[config.mk]
export PLATFORM = sky130hd
export DESIGN_NAME = clock_divider
export DESIGN_NICKNAME = d
export VERILOG_FILES = /design/src/rtl/clock_divider.sv
export SDC_FILE = /design/constraint.sdc
export NUM_CORES = 1
export LEC_CHECK = 0
export ABC_CLOCK_PERIOD_IN_PS = 910
export BUFFER_PORTS_ARGS = -buffer_cell sky130_fd_sc_hd__buf_2
export CORE_AREA = 2 2 39 41
export CTS_BUF_LIST = sky130_fd_sc_hd__clkbuf_8
export CTS_CLUSTER_DIAMETER = 50
export CTS_CLUSTER_SIZE = 28
export DETAILED_ROUTE_END_ITERATION = 12
export DIE_AREA = 0 0 41 43
export PLACE_DENSITY = 0.31
export SETUP_SLACK_MARGIN = 0.2
export SLEW_MARGIN = 20
export SYNTH_ARGS = -nofsm -noshare
export SYNTH_HDL_FRONTEND = slang
export SYNTH_SLANG_ARGS = --single-unit
[constraint.sdc]
create_clock -name clk -period 0.91 [get_ports clk]
set_clock_uncertainty 0.1 [all_clocks]
set_input_delay 0.182 -clock clk [delete_from_list [all_inputs] [get_ports clk]]
set_output_delay 0.182 -clock clk [all_outputs]
set_load 0.01 [all_outputs]
[src/rtl/clock_divider.sv]
// -----------------------------------------------------------------------------
// clock_divider
//
// Purpose:
//   Clock-enable generator. It produces a registered single-cycle strobe,
//   `tick`, once every DIVISON cycles of `clk`. The GPU uses it to derive the
//   pixel-rate strobe from the fast system clock. `tick` is an ordinary
//   synchronous signal and is never used as a clock.
//
// Parameters:
//   DIVISON        - clock cycles per tick period, legal range 1..2**DIVISION_WIDTH
//   DIVISION_WIDTH - width of the internal cycle counter
//
// Ports:
//   clk   in   1  system clock; all state changes on the rising edge
//   rst   in   1  asynchronous, active-high reset (clears cnt and tick at once)
//   tick  out  1  registered pulse, high for one clk cycle per DIVISON cycles
// -----------------------------------------------------------------------------
module clock_divider #(
  parameter int DIVISON        = 4,
  parameter int DIVISION_WIDTH = 3
) (
  input  logic clk,
  input  logic rst,
  output logic tick
);

  // Counter value at which the period ends and the strobe fires.
  localparam logic [DIVISION_WIDTH-1:0] TERMINAL = DIVISION_WIDTH'(DIVISON - 1);
  localparam logic [DIVISION_WIDTH-1:0] ONE      = DIVISION_WIDTH'(1);

  logic [DIVISION_WIDTH-1:0] cnt;

  // Reject parameter sets the counter cannot represent. A zero ratio has no
  // meaning, and a ratio beyond the counter range would never hit TERMINAL.
  generate
    if (DIVISON < 1 || DIVISON > (1 << DIVISION_WIDTH)) begin : g_bad_params
      $error("clock_divider: DIVISON=%0d is outside 1..2**DIVISION_WIDTH (DIVISION_WIDTH=%0d)",
             DIVISON, DIVISION_WIDTH);
    end
  endgenerate

  // Count 0..DIVISON-1 and wrap. The strobe is registered on the same edge as
  // the wrap, so it appears right after the DIVISON-th edge of each period.
  // The wrap is explicit, so cnt never goes past the terminal count. When
  // DIVISON equals 2**DIVISION_WIDTH, this wrap happens at the same point as
  // natural overflow.
  always_ff @(posedge clk or posedge rst) begin
    if (rst) begin
      cnt  <= '0;
      tick <= 1'b0;
    end else if (cnt == TERMINAL) begin
      cnt  <= '0;
      tick <= 1'b1;
    end else begin
      cnt  <= cnt + ONE;
      tick <= 1'b0;
    end
  end

endmodule

---- Word level (Yosys, flattened, before mapping) ----
Cells that the tools add are included.
storage, ports and cells
  flip-flop bits (word level) ............. 4
  input bits .............................. 2
  output and inout port bits .............. 1
  logic and storage cells ................. 6
operators by class
  $add $sub $neg .......................... 1
  equal/unequal tests ..................... 1
  mux-type cells .......................... 2
operator list
  kind                 number
  $add 3x1->3 const B  1
  $eq 3x2->1 const B   1
  $mux 3               1
  $mux 1               1

---- Depth between registers and ports, before layout ----
  depth in word-level cells ............... 2
  mapped depth ............................ 3

---- Worst setup path after synthesis ----
No wires, ideal clock.
  path kind ............................... reg-to-reg
  start ................................... register cnt[0]
  end ..................................... register cnt[1]
  setup time .............................. 0.118 ns
  data arrival time ....................... 0.764 ns
  setup slack ............................. -0.072 ns
  stages on the path, launching flop included .. 3
  path buffers ............................ 0
  clock period less this slack ............ 0.982 ns
  path through ............................ dfrtp_1 -> ha_1 -> nor2b_2
on the way
  word-level cells in the longest chain between the ends .. 2
  elaborated cells on any way between the ends .. 3
  those cells by class .................... 1 x add/sub; 1 x eq/ne; 1 x mux
ends and longest elaborated chain
  element                                    RTL line  source
  from (decl)                                32        logic [DIVISION_WIDTH-1:0] cnt;
  from (signal assigned)                     56        cnt <= cnt + ONE;
  $add 3x1->3 or $eq 3x2->1 (tied branches)  56, 52
  $mux 3 (*)                                 52        end else if (cnt == TERMINAL) begin
Mark *: on every way between the ends. The rest lies on a longest branch, timed or not.

---- Worst setup path in the final report ----
  start ................................... register cnt[0]
  end ..................................... register cnt[0]
Same word-level chain as after synthesis.

==> impl_metrics.json <==
{
  "seq_area_frac_synth_pct": 66.1,
  "drt_pre_antenna_iters": 1,
  "path_class": "reg2reg",
  "synthCells": 10,
  "num_rows": 14,
  "use_met2_pct": 4.38,
  "drc": 0,
  "pre_cts_slack_ps": -68.6,
  "hold_viol": 0,
  "slew_viol_final": 0,
  "antenna_found_initial": 0,
  "finalWorstSetupSlack_ps": -63.5,
  "cap_violations": 0,
  "synth_mux_area_share_pct": 0,
  "antenna_cells": 0,
  "tns_ps": -198,
  "layout.nets": 22,
  "r2r-end": "cnt[0]",
  "period_minus_slack_ps": 973,
  "rsz0062_at_grt": "yes",
  "synth-seq-cells": 4,
  "post-route-period-util_pct": 107,
  "cp_slowest_cell": "dfrtp_1",
  "yosysWarnings": 0,
  "wl_per_cell_um": 6.94,
  "synth_compound_area_share_pct": 0,
  "post-route-util_pct": 18.1,
  "use_met3_pct": 6.28,
  "setup_viol": 4,
  "final_common_cell": "dfrtp_1",
  "hold_ws_ps": 273,
  "use_met1_pct": 4.52,
  "globalplace.congestion": 0.632,
  "cts_buffers": 3,
  "power_density_mw_per_mm2": 2230,
  "r2r_start": "cnt[0]",
  "cp.arrival_ps": 970,
  "fp.dieArea_mm2": 0.00176,
  "cts_tree": "yes",
  "grt_usage_pct": 4.32,
  "io_buffers": 2,
  "worstMarginPinSlew_ps": 140,
  "drt_iter0_drc": 0,
  "synthSimpleGateAreaFrac_pct": 23.1,
  "avgSynthCellArea_um2": 15.1,
  "first_global_vias": 100,
  "grt_overflow": 0,
  "cp.required_ps": 910,
  "crit_chain": "ha_2 -> nor2b_4 -> nor2_2",
  "max-vdd-ir-drop_mv": 0.734,
  "grt_max_degree": 5,
  "routed_wl_um": 229,
  "r2r_setup_slack_ps": -60,
  "start_util_pct": 10.9,
  "grt_pass1_wl_um": 414,
  "busiest_layer": "met3",
  "relSlewSlack_pct": 90.7,
  "worstSkewPairLatency_ps": 220,
  "core-area_mm2": 0.00138,
  "final_cell_mix": "dfrtp_1, clkbuf_8, nor2b_4, buf_2",
  "vias_per_cell": 2.67,
  "drive_gt1_share_pct": 70.6,
  "hp-class": "in2async",
  "syn_area_um2": 151,
  "synth-adder-area-share_pct": 8.26,
  "cp-start-kind": "flop",
  "ys_types": 7,
  "clockRootBuffer": "clkbuf_8",
  "dpl_cell_area_um2": 189,
  "synth_fp_nets": 13,
  "cts_buffer_depth": 2,
  "synth_top_family_by_area": "simple AND/OR/NAND/NOR gates",
  "synth-xor-area-share_pct": 0,
  "die_y_um": 43,
  "crit_start": "cnt[0]",
  "design_area_um2": 250,
  "clk_pin_slew_worst_paths_ps": 30,
  "cts_sinks": 4,
  "cts.htree.levels": 1,
  "ant_nets": 0,
  "path_max_fanout": 3,
  "crit_path_end_kind": "flop",
  "outcome": "complete, but fails checks",
  "violations": "setup timing",
  "vias": 88,
  "die_w_um": 41,
  "leakagePower_uw": 0.000128,
  "max_stage_delay_ps": 340,
  "area_growth_pct": 65.3,
  "worst_r2r_path_depth": 3,
  "max_freq_mhz": 1030,
  "io_pins": 3
}
## kinds of logic after synthesis
logic type | after synthesis
adder cells (fa/ha/maj) | 1
buffers and inverters | 1
flip-flops | 4
AND/OR/NAND/NOR | 4
## area by class of cell
type | count | area [um^2]
Sequential cell | 4 | 100
Inverter | 1 | 3.75
Multi-Input combinational cell | 5 | 57.6
Fill cell | 150 | 1130
Clock buffer | 3 | 41.3
Timing Repair Buffer | 4 | 27.5
Tap cell | 16 | 20.0
## cell usage after synthesis, drive strengths merged
library cell	number	share of area, %
dfrtp	4	66
inv	1	2.5
and2b	1	5.8
nor2	1	2.5
ha	1	8.3
nor2b	2	15
## sequential cells by signal (all words and copies together), names as in the netlist
name / count
tick: 1
cnt: 3
## critical path: cells and delay by family (launching register included)
family / cells / cell delay [ps]
adder cells (fa/ha/maj): 1 / 170
AND/OR/NAND/NOR: 2 / 240
flip-flops: 1 / 340
## worst max path at each step
stage          endpoint  slack, ps  depth (start not counted)
2_1_floorplan    cnt[1]        -30                          2
3_3_place_gp     cnt[0]        -40                          3
3_5_place_dp     cnt[0]        -70                          3
4_1_cts            tick        -70                          1
5_1_grt          cnt[0]       -120                          3
6_report         cnt[0]        -60                          3
## stage by stage
| step | power [uW] | std cells |
|---|---|---|
| 2_1_floorplan | 184 | 10 |
| 3_3_place_gp | 187 | 28 |
| 3_5_place_dp | 187 | 28 |
| 4_1_cts | 573 | 32 |
| 5_1_grt | 592 | 33 |
| 6_report | 558 | 33 |
## repair_timing
item,4_1_cts,5_1_grt
pin swaps,2,2
hold endpoints to repair,4,0
gates resized for setup,0,2
hold buffers,1,0
setup endpoints to repair,5,9
setup buffers,0,1
## metal layers
metal,share of wire (%),up-vias
met5,0,-
met4,0,0
li1,-,45
met2,36,5
met3,19,0
met1,44,38
## where the power goes
part	leakage, uW	internal [uW]	switching [uW]
clock	0.0000216	282	88.0
combinational	0.0000542	4.79	4.60
sequential	0.0000518	179	0
(Power assumes the default switching activity.)
